File: src/rtl/cpu_pkg.sv
// Shared CPU definitions: data width, access-size codes, MEM FSM states
// and the store formatting / alignment helpers used by the MEM stage.
package cpu_pkg;

  localparam int DATA_W = 32;

  localparam logic [1:0] SZ_BYTE = 2'b00;
  localparam logic [1:0] SZ_HALF = 2'b01;
  localparam logic [1:0] SZ_WORD = 2'b10;

  typedef enum logic [1:0] {
    IDLE,
    REQ,
    RESP
  } mem_state_t;

  // Reserved size 2'b11 behaves as a word.
  function automatic logic misaligned(
    input logic [1:0] size,
    input logic [1:0] lo
  );
    logic bad;
    bad = 1'b0;
    unique case (1'b1)
      (size == SZ_BYTE): bad = 1'b0;
      (size == SZ_HALF): bad = lo[0];
      default:           bad = (lo != 2'b00);
    endcase
    return bad;
  endfunction

  function automatic logic [3:0] byteEn(
    input logic [1:0] size,
    input logic [1:0] lo
  );
    logic [3:0] be;
    be = 4'b1111;
    unique case (1'b1)
      (size == SZ_BYTE): be = 4'b0001 << lo;
      (size == SZ_HALF): be = lo[1] ? 4'b1100 : 4'b0011;
      default:           be = 4'b1111;
    endcase
    return be;
  endfunction

  function automatic logic [31:0] storeData(
    input logic [1:0]  size,
    input logic [31:0] wdata
  );
    logic [31:0] d;
    d = wdata;
    unique case (1'b1)
      (size == SZ_BYTE): d = {4{wdata[7:0]}};
      (size == SZ_HALF): d = {2{wdata[15:0]}};
      default:           d = wdata;
    endcase
    return d;
  endfunction

endpackage

File: src/rtl/load_align.sv
// Load lane select plus sign/zero extension.
// Ports: rdata (raw word), addrLo, size, isUnsigned -> data.
module load_align
  import cpu_pkg::*;
(
  input  logic [31:0] rdata,
  input  logic [1:0]  addrLo,
  input  logic [1:0]  size,
  input  logic        isUnsigned,
  output logic [31:0] data
);

  logic [7:0]  byteLane;
  logic [15:0] halfLane;

  always_comb begin
    byteLane = rdata[{addrLo, 3'b000} +: 8];
    halfLane = addrLo[1] ? rdata[31:16] : rdata[15:0];
    data     = rdata;
    unique case (1'b1)
      (size == SZ_BYTE):
        data = {{24{byteLane[7] & ~isUnsigned}}, byteLane};
      (size == SZ_HALF):
        data = {{16{halfLane[15] & ~isUnsigned}}, halfLane};
      default:
        data = rdata;
    endcase
  end

endmodule

File: src/rtl/mem_access_unit.sv
// MEM-stage data-memory access unit: req/gnt/rvalid port, stall, load
// align, MEM/WB register. Ports: ex_* in, dmem_* port, mem_stall, wb_*.
module mem_access_unit
  import cpu_pkg::*;
#(
  parameter int DATA_W = 32
) (
  input  logic              clk,
  input  logic              rst_n,
  input  logic              ex_valid,
  input  logic              ex_mem_read,
  input  logic              ex_mem_write,
  input  logic [1:0]        ex_size,
  input  logic              ex_unsigned,
  input  logic [DATA_W-1:0] ex_addr,
  input  logic [DATA_W-1:0] ex_wdata,
  input  logic [4:0]        ex_rd,
  input  logic              ex_reg_write,
  output logic              dmem_req,
  output logic              dmem_we,
  output logic [DATA_W-1:0] dmem_addr,
  output logic [3:0]        dmem_be,
  output logic [DATA_W-1:0] dmem_wdata,
  input  logic              dmem_gnt,
  input  logic              dmem_rvalid,
  input  logic [DATA_W-1:0] dmem_rdata,
  output logic              mem_stall,
  output logic              misalign,
  output logic              wb_valid,
  output logic [4:0]        wb_rd,
  output logic              wb_reg_write,
  output logic [DATA_W-1:0] wb_data
);

  mem_state_t state, nextState;

  logic [DATA_W-1:0] lAddr, lWdata;
  logic [1:0]        lSize;
  logic              lUns, lWe, lRegWrite;
  logic [4:0]        lRd;
  logic [3:0]        lBe;

  logic              memOp, badAlign, latch;
  logic              stall, mis, reqActive;
  logic              nValid, nRegWrite;
  logic [4:0]        nRd;
  logic [DATA_W-1:0] nData, loadData;

  load_align uAlign (
    .rdata      (dmem_rdata),
    .addrLo     (lAddr[1:0]),
    .size       (lSize),
    .isUnsigned (lUns),
    .data       (loadData)
  );

  always_comb begin
    memOp     = ex_valid & (ex_mem_read | ex_mem_write);
    badAlign  = misaligned(ex_size, ex_addr[1:0]);
    nextState = state;
    stall     = 1'b0;
    mis       = 1'b0;
    latch     = 1'b0;
    nValid    = 1'b0;
    nRd       = wb_rd;
    nRegWrite = wb_reg_write;
    nData     = wb_data;
    unique case (state)
      IDLE: begin
        if (memOp && badAlign) begin
          mis       = 1'b1;
          nValid    = 1'b1;
          nRd       = ex_rd;
          nRegWrite = 1'b0;
        end else if (memOp) begin
          latch     = 1'b1;
          stall     = 1'b1;
          nextState = REQ;
        end else if (ex_valid) begin
          nValid    = 1'b1;
          nRd       = ex_rd;
          nRegWrite = ex_reg_write;
          nData     = ex_addr;
        end
      end
      REQ: begin
        if (dmem_gnt && lWe) begin
          nValid    = 1'b1;
          nRd       = lRd;
          nRegWrite = 1'b0;
          nextState = IDLE;
        end else if (dmem_gnt) begin
          stall     = 1'b1;
          nextState = RESP;
        end else begin
          stall     = 1'b1;
        end
      end
      RESP: begin
        if (dmem_rvalid) begin
          nValid    = 1'b1;
          nRd       = lRd;
          nRegWrite = lRegWrite;
          nData     = loadData;
          nextState = IDLE;
        end else begin
          stall     = 1'b1;
        end
      end
      default: nextState = IDLE;
    endcase
  end

  // Both flags derive from live EX inputs, so they are forced low
  // while reset is held.
  assign mem_stall  = rst_n & stall;
  assign misalign   = rst_n & mis;

  assign reqActive  = (state == REQ);
  assign dmem_req   = reqActive;
  assign dmem_we    = reqActive & lWe;
  assign dmem_addr  = reqActive ? {lAddr[DATA_W-1:2], 2'b00} : '0;
  assign dmem_be    = reqActive ? lBe : 4'b0000;
  assign dmem_wdata = reqActive ? lWdata : '0;

  always_ff @(posedge clk or negedge rst_n) begin
    if (!rst_n) begin
      state        <= IDLE;
      lAddr        <= '0;
      lWdata       <= '0;
      lSize        <= SZ_BYTE;
      lUns         <= 1'b0;
      lWe          <= 1'b0;
      lRegWrite    <= 1'b0;
      lRd          <= '0;
      lBe          <= '0;
      wb_valid     <= 1'b0;
      wb_rd        <= '0;
      wb_reg_write <= 1'b0;
      wb_data      <= '0;
    end else begin
      state        <= nextState;
      wb_valid     <= nValid;
      wb_rd        <= nRd;
      wb_reg_write <= nRegWrite;
      wb_data      <= nData;
      if (latch) begin
        lAddr     <= ex_addr;
        lSize     <= ex_size;
        lUns      <= ex_unsigned;
        lWe       <= ex_mem_write & ~ex_mem_read;
        lRegWrite <= ex_reg_write;
        lRd       <= ex_rd;
        lBe       <= byteEn(ex_size, ex_addr[1:0]);
        lWdata    <= storeData(ex_size, ex_wdata);
      end
    end
  end

endmodule

File: config.mk
export PLATFORM = sky130hd
export DESIGN_NAME = mem_access_unit
export DESIGN_NICKNAME = d
export VERILOG_FILES = /design/src/rtl/cpu_pkg.sv /design/src/rtl/load_align.sv /design/src/rtl/mem_access_unit.sv
export SDC_FILE = /design/constraint.sdc
export NUM_CORES = 1
export LEC_CHECK = 0
export CORE_MARGIN = 4
export CORE_UTILIZATION = 46
export DETAILED_ROUTE_END_ITERATION = 10
export GPL_TIMING_DRIVEN = 1
export PLACE_DENSITY_LB_ADDON = 0.2
export SLEW_MARGIN = 20
export SYNTH_ARGS = -nofsm -noshare
export SYNTH_HDL_FRONTEND = slang
export SYNTH_HIERARCHICAL = 1
export SYNTH_SLANG_ARGS = --single-unit
File: constraint.sdc
create_clock -name clk -period 2.4 [get_ports clk]
set_input_delay 0.48 -clock clk [delete_from_list [all_inputs] [get_ports clk]]
set_output_delay 0.48 -clock clk [all_outputs]
set_load 0.005 [all_outputs]
==> reports/results.ini, run 1 <==
[run_status]
status=finished, violations left
failed_checks=negative setup slack

[pwr]
ir_drop_uv=630.2
cellLeakagePower_nw=4.562
switchingPower_mw=4.244
internal-power_mw=8.270
p_seq_share_pct=29.1
netSwitchingFraction_pct=33.91
p_comb_share_pct=49.7
power_density_nw_per_um2=1270
clock_power_share_pct=21.2

[logic_synthesis]
syn_area_um2=6541
synthMuxAreaShare_pct=19.76
synth_top_family_by_area=multiplexers
ys_types=52
synthAdderAreaFrac_pct=0.9564
synth_compound_area_share_pct=11.67
synthCells=655
synth.yosys.warnings=6
async_flop_share_pct=100.0
synth_top_area_share_pct=45.52
synthTopCellsByArea=dfrtp_1 46%, mux2_2 11%, mux2i_1 9.0%, and2_1 6.4%, nand2_1 5.0%
synthXorXnorAreaFrac_pct=0.1339
synth_top_cell_by_area=dfrtp_1
syn-mean-instance-area_um2=9.987
synth_ff_type=dfrtp_1
synth-seq-cells=119
synth_seq_area_share_pct=45.52
synth-simple-area-share_pct=17.33
synth_edf_count=0

[global_route]
grt_antenna_before_repair=0
grt_use_total_pct=25.15
grt_pass1_vias=6019
grt_max_degree=120
grt-ovfl-total=0
grt_pass1_wl_um=31950

[die]
dieArea_um2=16190
core_area_um2=13880
die_y_um=127.3
die_w_um=127.3
rows=43
pin_count=223
start_util_pct=47.12

[clocking]
numCtsBuffers=17
path_clk_slew_ns=0.06
clock_latency_ns=0.41
htree_levels=4
clockBufferDepth=2
root_buffer=clkbuf_16
cts_tree=built
cts.sinks=119

[final_layout]
final_common_cell=clkdlybuf4s50_1
final_cell_mix=149 x clkdlybuf4s50_1, 119 x dfrtp_1, 87 x nand2_1
nets=1013
synthToLayoutAreaGrowth_pct=50.59
antennaDiodeCount=0
drive_above_1_share_pct=20.02

[hold_path]
worstHoldPathType=input port to async pin

[worst_setup_path]
worstPathArrival_ns=1.95
rr_startpoint=state[1]
timing.rr.end=state[0]
worst_setup_path_end_kind=output pin
crit_end=dmem_addr[8]
cp-startpoint=state[1]
critPathMaxFanout=6
r2r_slack_ns=0.14
crit_path_start_kind=register
worst_ep_required_time_ns=1.92
path_class=register to output pin
worst-r2r-cell-count=12

[sta]
layout_setup_ws_ns=-0.02724
finClkSkew_ns=0.007937
timing.fmax_mhz=412.0
finalMaxSlewViolations=0
min_period_ns=2.427
fin_setup_tns_ns=-0.05414
holdWs_ns=0.2390
hold_viol=0
finalSetupViolations=2
relSlewSlack_pct=50.78
rsz0062_at_grt=true
fin_crit_sh_pct=101.1
tightest_slew_ns=0.7383

[route]
antenna_left=0
vias=5829
wl_per_cell_um=18.66
post_drt_via_cell_ratio=5.353
drt-total-wl_um=20330
drtPass1Iterations=5
drt_iter0_drc=485
drc=0

[placement]
gp_congestion=0.9386
dpl.hpwl_um=13970
port-buffer-count=220

[run]
drv_cap=0

==> worst min-delay path by stage <==
stage | startpoint | endpoint | slack [ns]
6_report | rst_n | lAddr[8] | 0.24
5_1_grt | rst_n | lAddr[20] | 0.30
4_1_cts | rst_n | lAddr[8] | 0.27
3_5_place_dp | lWdata[28] | lWdata[28] | 0.46
3_3_place_gp | lWdata[31] | lWdata[31] | 0.46
2_1_floorplan | rst_n | lAddr[0] | 0.18
==> metrics by stage <==
stage | cell area (um2) | power [mW] | setup slack [ns] | utilization, % | std cells
after CTS | 9797 | 12.44 | -0.1614 | 70.58 | 1085
after floorplan | 6545 | 6.772 | 0.2898 | - | 656
final | 9851 | 12.51 | -0.02724 | 70.97 | 1089
after detailed placement | 9007 | 9.530 | -0.1632 | 64.89 | 1039
after global placement | 9007 | 9.319 | -0.1635 | 64.89 | 1039
after global routing | 9851 | 13.32 | -0.08871 | 70.97 | 1089
==> worst max-delay path, cell delays in order, from the launching register on <==
cell and delay, ns:
dfrtp_1 0.37, inv_2 0.05, buf_6 0.12, ha_4 0.17, buf_4 0.13, buf_6 0.11, buf_12 0.11, buf_16 0.12
buf_8 0.12, and2_4 0.12, clkbuf_2 0.10
==> power groups by stage <==
stage               registers [mW]  clock network (mW)  logic [mW]
global placement              3.61                   0        5.71
global route                  3.78                2.79        6.75
CTS                           3.65                2.68        6.12
floorplan                     3.49                   0        3.28
detailed placement            3.67                   0        5.86
finish                        3.64                2.65        6.22
==> synth_stat cells, drive strengths merged, types with 3 or more instances <==
library cell and number:
and2 67, nand2 88, a2bb2oi 3, nor2b 8, a22oi 5, a21oi 48, o22a 3, mux2 62
clkbuf 21, dfrtp 119, nand2b 10, a21o 3, ha 5, mux2i 59, nor2 48, o21ai 34
buf 29, a221o 10, inv 6
==> cells by family (layout without fill, tap and decap cells) <==
logic type | count (synthesis) | count (layout)
AND/OR/NAND/NOR | 230 | 230
multiplexers | 121 | 121
AO/OA/AOI/OAI | 122 | 122
other | 1 | 2
adder cells (fa/ha/maj) | 5 | 5
flip-flops | 119 | 119
buffers and inverters | 56 | 309
XOR/XNOR | 1 | 1
==> per-layer routing <==
layer	vias up	global-route usage (%)	wire length, um
met3	27	7.149	1682
met4	0	8.139	308
met1	2831	32.65	8444
met5	-	0	0
li1	2732	-	-
met2	239	40.88	9890
==> sequential cells by signal (all words and copies together) (netlist names), 2 cells and up <==
| register | cells |
|---|---|
| lAddr | 32 |
| lRd | 5 |
| wb_rd | 5 |
| lSize | 2 |
| lBe | 4 |
| state | 2 |
| lWdata | 32 |
| wb_data | 32 |
==> repair_timing <==
item,4_1_cts,5_1_grt
gates cloned,3,1
hold buffers,0,0
resized for setup,82,63
buffers inserted,11,3
setup endpoints to repair,70,21
pin swaps,2,1
hold endpoints to repair,0,0
==> final cells by class <==
cell class	count	area, um2
fill	1064	4030
clock inverter	8	117.6
timing repair buffer	271	2664
sequential	119	2978
multi-input combinational	481	3342
inverter	6	22.52
clock buffer	24	501.7
tap	180	225.2
No activity file was read; power rests on OpenSTA's default activity.
==> run 2, diff against run 1 <==
Settings changed: GPL_TIMING_DRIVEN 1 to 0.
==> run 2 against run 1 <==
Against the previous run: the run now ends clean; hold slack got worse by 0.23 ns; global-route usage is 1.1 points higher; combinational power rose by 1%; critical path type is now input port to output pin.
==> reports/results.ini, run 2 (synthesis gave the netlist of run 1 again) <==
[placement]
dpl.hpwl_um=15610
port-buffer-count=217
gp_congestion=0.9519

[worst_setup_path]
cp-startpoint=ex_size[1]
timing.rr.end=wb_reg_write
rr_startpoint=state[1]
slowest_stage=clkdlybuf4s50_1
slowest_delay_ns=0.47
critPathMaxFanout=10
worstPathArrival_ns=1.92
path_class=input port to output pin
crit_chain=clkdlybuf4s50_1 -> nor2_1 -> o21ai_2 -> clkbuf_16 -> a21oi_4 -> buf_2
path_buf_inv=3
worst-r2r-cell-count=7
r2r_slack_ns=0.28
worst_ep_required_time_ns=1.92
worst_setup_path_end_kind=output pin
crit_end=mem_stall
crit_path_start_kind=input port
cp.depth=6
crit_family=buffers and inverters

[clocking]
ctsHoldBuffers=0
clock_latency_ns=0.41
cts.sinks=119
numCtsBuffers=17
htree_levels=4
path_clk_slew_ns=0.05
root_buffer=clkbuf_16
cts_tree=built
clockBufferDepth=2

[sta]
hold_viol=0
rsz0062_at_grt=true
tightest_slew_ns=0.7575
relSlewSlack_pct=49.50
finalSetupViolations=0
finalMaxSlewViolations=0
timing.fmax_mhz=416.8
finClkSkew_ns=0.004898
fin_crit_sh_pct=99.97
min_period_ns=2.399

[route]
antenna_left=0
drc=0
drt_iter0_drc=545
post_drt_via_cell_ratio=5.397
drtPass1Iterations=7
vias=5931
drt-total-wl_um=21130
wl_per_cell_um=19.23

[die]
rows=43
start_util_pct=47.12
die_w_um=127.3
core_area_um2=13880
dieArea_um2=16190
die_y_um=127.3
pin_count=223

[global_route]
grt_pass1_wl_um=33260
grt_max_degree=70
grt-ovfl-total=0
grt_antenna_before_repair=0
grt_pass1_vias=6241
grt_use_total_pct=26.25

[final_layout]
synthToLayoutAreaGrowth_pct=48.37
fin_util_pct=69.92
antennaDiodeCount=0
final_cell_mix=147 x clkdlybuf4s50_1, 119 x dfrtp_1, 87 x nand2_1
final_common_cell=clkdlybuf4s50_1
drive_above_1_share_pct=20.46
reg_top3=lAddr (32), lWdata (32), wb_data (32)
fill_cells=1061
nets=1026

[pwr]
cellLeakagePower_nw=4.407
ir_drop_uv=657.0
power_mw=12.19
power_density_nw_per_um2=1256

[run]
drv_cap=0

[run_status]
status=finished clean

[hold_path]
worstHoldPathType=input port to async pin

run 2: changes by cell type in the layout (fill, tap and decap cells not counted), moves of 5 or more:
cell,previous run,this run
buf_4,37,19
buf_2,0,17
clkbuf_1,2,17
dlymetal6s2s_1,9,0
buf_12,6,0
buf_6,4,10
and2_1,65,60
and2_4,2,7
run 2: where the power goes:
group | switching (mW) | internal (mW) | total, mW | leakage (nW)
Clock | 0.841 | 1.45 | 2.29 | 0.260
Sequential | 0.575 | 3.04 | 3.61 | 1.40
Combinational | 2.83 | 3.46 | 6.29 | 2.74
Total | 4.25 | 7.94 | 12.2 | 4.41
run 2: how the worst min path moves through the flow:
| stage | from | to | slack [ns] |
|---|---|---|---|
| 5_1_grt | rst_n | lAddr[15] | 0.04 |
| 3_3_place_gp | lWdata[31] | lWdata[31] | 0.45 |
| 3_5_place_dp | rst_n | lAddr[15] | 0.46 |
| 6_report | rst_n | lAddr[15] | 0.01 |
| 2_1_floorplan | rst_n | lAddr[0] | 0.18 |
| 4_1_cts | rst_n | lAddr[15] | 0.02 |
run 2: per-stage QoR:
stage	hold WS (ns)	worst slack [ns]	TNS [ns]	instance area [um2]	instances
after floorplan	0.1844	0.2898	0	6545	656
after global routing	0.03924	-0.09060	-0.1611	9706	1099
final	0.01333	0.0006808	0	9706	1099
after detailed placement	0.4628	-0.7911	-30.99	8971	1054
after CTS	0.02359	-0.06836	-0.4547	9754	1099
after global placement	0.4527	-3.976	-481.73	8942	1053
run 2: repair_timing:
| item | in CTS | in global routing |
|---|---|---|
| setup buffers | 15 | 1 |
| cloned | 1 | 0 |
| gates resized for setup | 143 | 48 |
| endpoints found under the setup margin | 69 | 49 |
| pin swaps | 1 | 1 |
run 2: layout make-up:
type	instances	area (um2)	share of cell area, %
Buffer	49	421.7	4.344
Clock buffer	24	471.7	4.860
Clock inverter	5	50.05	0.5157
Inverter	6	22.52	0.2320
Multi-Input combinational cell	481	3346	34.47
Sequential cell	119	2978	30.68
Tap cell	180	225.2	2.320
Timing Repair Buffer	235	2191	22.57
run 2: per-layer routing:
metal	track usage [%]	vias to the layer above	part of all wire (%)
met3	6.480	41	7.9
met2	44.68	298	49
li1	-	2750	-
met4	9.905	0	2.7
met5	0	-	0
met1	32.35	2842	40
==> run 3, diff against run 2 <==
Settings changed: HOLD_SLACK_MARGIN set to 0.06.
==> run 3 against run 2 <==
Against the previous run: the flow now finishes with violations (negative setup slack); critical path depth unchanged; wire length up 0.19%; clock power about the same; clock skew about the same; critical endpoint unchanged; sequential share of layout area down 0.15 points; highest routed layer unchanged; sequential cell count unchanged; first-iteration DRC count down 3.3%; die area unchanged; count of clock-buffer cells in the layout unchanged; via count up 0.76%; combinational power about the same.
==> reports/results.ini, run 3 (synthesis gave the netlist of run 1 again) <==
[sta]
min_period_ns=2.400
fin_crit_sh_pct=100.0
fin_setup_tns_ns=-0.0003224
hold_viol=0
relSlewSlack_pct=48.98
finalMaxSlewViolations=0
finalSetupViolations=1
finClkSkew_ns=0.005393
rsz0062_at_grt=true
layout_setup_ws_ns=-0.0003224
tightest_slew_ns=0.7653
timing.fmax_mhz=416.6

[run_status]
failed_checks=negative setup slack
status=finished, violations left

[route]
drtPass1Iterations=5
wl_met2_um=10390
highest_layer=met4
antenna_left=0
post_drt_via_cell_ratio=5.423
wl_per_cell_um=19.21
drc=0
drt-total-wl_um=21170
drt_iter0_drc=527
met1Wirelength_um=8546
vias=5976
wl_met3_um=1651

[clocking]
cts.sinks=119
numCtsBuffers=17
path_clk_slew_ns=0.05
clockBufferDepth=2
root_buffer=clkbuf_16
cts_tree=built
clock_latency_ns=0.41
htree_levels=4

[global_route]
grt-ovfl-total=0
grt_antenna_before_repair=0
grt_pass1_wl_um=33350
grt_max_degree=70
grt_pass1_vias=6253
grt_use_total_pct=26.33

[pwr]
power_density_nw_per_um2=1250
netSwitchingFraction_pct=34.83
p_comb_share_pct=51.6
ir_drop_uv=658.3
clock_power_share_pct=18.8
cellLeakagePower_nw=4.428
internal-power_mw=7.948
p_seq_share_pct=29.6
switchingPower_mw=4.247

[worst_setup_path]
critPathMaxFanout=10
worstPathArrival_ns=1.92
worst_setup_path_end_kind=output pin
worst-r2r-cell-count=7
r2r_slack_ns=0.28
worst_ep_required_time_ns=1.92
crit_path_start_kind=input port
rr_startpoint=state[1]
crit_chain=clkdlybuf4s50_1 -> nor2_1 -> o21ai_2 -> clkbuf_16 -> a21oi_4 -> buf_2
slowest_stage=clkdlybuf4s50_1
slowest_delay_ns=0.46
path_class=input port to output pin
timing.rr.end=wb_reg_write

[final_layout]
synthToLayoutAreaGrowth_pct=49.10
fill_cells=1058
multiInputGateArea_um2=3346
seq_area_um2=2978
antennaDiodeCount=0
final_common_cell=clkdlybuf4s50_1
final_cell_mix=147 x clkdlybuf4s50_1, 119 x dfrtp_1, 87 x nand2_1
reg_top3=lAddr (32), lWdata (32), wb_data (32)
drive_above_1_share_pct=20.50
nets=1029

[placement]
dp_worst_setup_slack_ns=-0.7911
dpl.hpwl_um=15610
port-buffer-count=217
gp_congestion=0.9519

[die]
rows=43
start_util_pct=47.12
dieArea_um2=16190
die_w_um=127.3
pin_count=223
core_area_um2=13880
die_y_um=127.3

[run]
drv_cap=0

[hold_path]
worstHoldPathType=input port to async pin

==> run 3: changes by cell type in the layout (fill, tap and decap cells not counted), sizes merged <==
| cell | previous run | this run |
|---|---|---|
| dlygate4sd3 | 0 | 2 |
| buf | 51 | 52 |
==> run 3: worst max-delay path: cells and delay by family <==
family                 cells  cell delay, ns
buffers and inverters      3            0.79
and+or+nand+nor            1            0.34
AOI/OAI and AO/OA          2            0.30
==> run 3: worst max-delay path by stage <==
stage / startpoint / endpoint / slack [ns] / cells past startpoint
floorplan: state[1] / mem_stall / 0.29 / 8
global placement: rst_n / misalign / -3.98 / 4
detailed placement: ex_mem_write / mem_stall / -0.79 / 7
CTS: state[1] / dmem_wdata[10] / -0.07 / 8
global route: state[0] / mem_stall / -0.09 / 8
finish: ex_size[1] / mem_stall / -0.0003 / 6
==> run 3: timing repair <==
item | CTS | global route
buffers inserted | 15 | 1
endpoints found under the hold margin | 52 | 0
endpoints found under the setup margin | 69 | 49
hold buffers | 3 | 0
pin swaps | 1 | 1
cloned | 1 | 0
gates resized for setup | 143 | 48
==> run 3: layer usage <==
metal	up-vias	GRT usage (%)
li1	2763	-
met1	2851	32.65
met2	318	44.61
met3	44	6.480
met4	0	9.905
met5	-	0
==> run 3: area by class of cell <==
class | instances | share of cell area [%]
flip-flops and latches | 119 | 30.53
multi-input cells | 481 | 34.30
plain buffers | 49 | 4.323
inverters | 6 | 0.2309
clock inverters | 5 | 0.5131
repair buffers | 238 | 22.95
clock buffers | 24 | 4.836
well taps | 180 | 2.309
==> run 3: metrics by stage <==
stage          util (%)  area [um2]  power (mW)  instances  hold slack, ns
2_1_floorplan         -        6545       6.772        656          0.1844
3_3_place_gp      64.42        8942       9.404       1053          0.4527
3_5_place_dp      64.63        8971       9.636       1054          0.4628
4_1_cts           70.61        9802       12.19       1102         0.06025
5_1_grt           70.26        9753       13.00       1102         0.06387
6_report          70.26        9753       12.19       1102         0.03535
==> run 3: power groups by stage <==
stage / Combinational, mW / Clock [mW] / Sequential, mW
floorplan: 3.28 / 0 / 3.49
global placement: 5.83 / 0 / 3.57
detailed placement: 6.01 / 0 / 3.63
CTS: 6.27 / 2.32 / 3.60
global route: 6.86 / 2.41 / 3.73
finish: 6.30 / 2.29 / 3.61
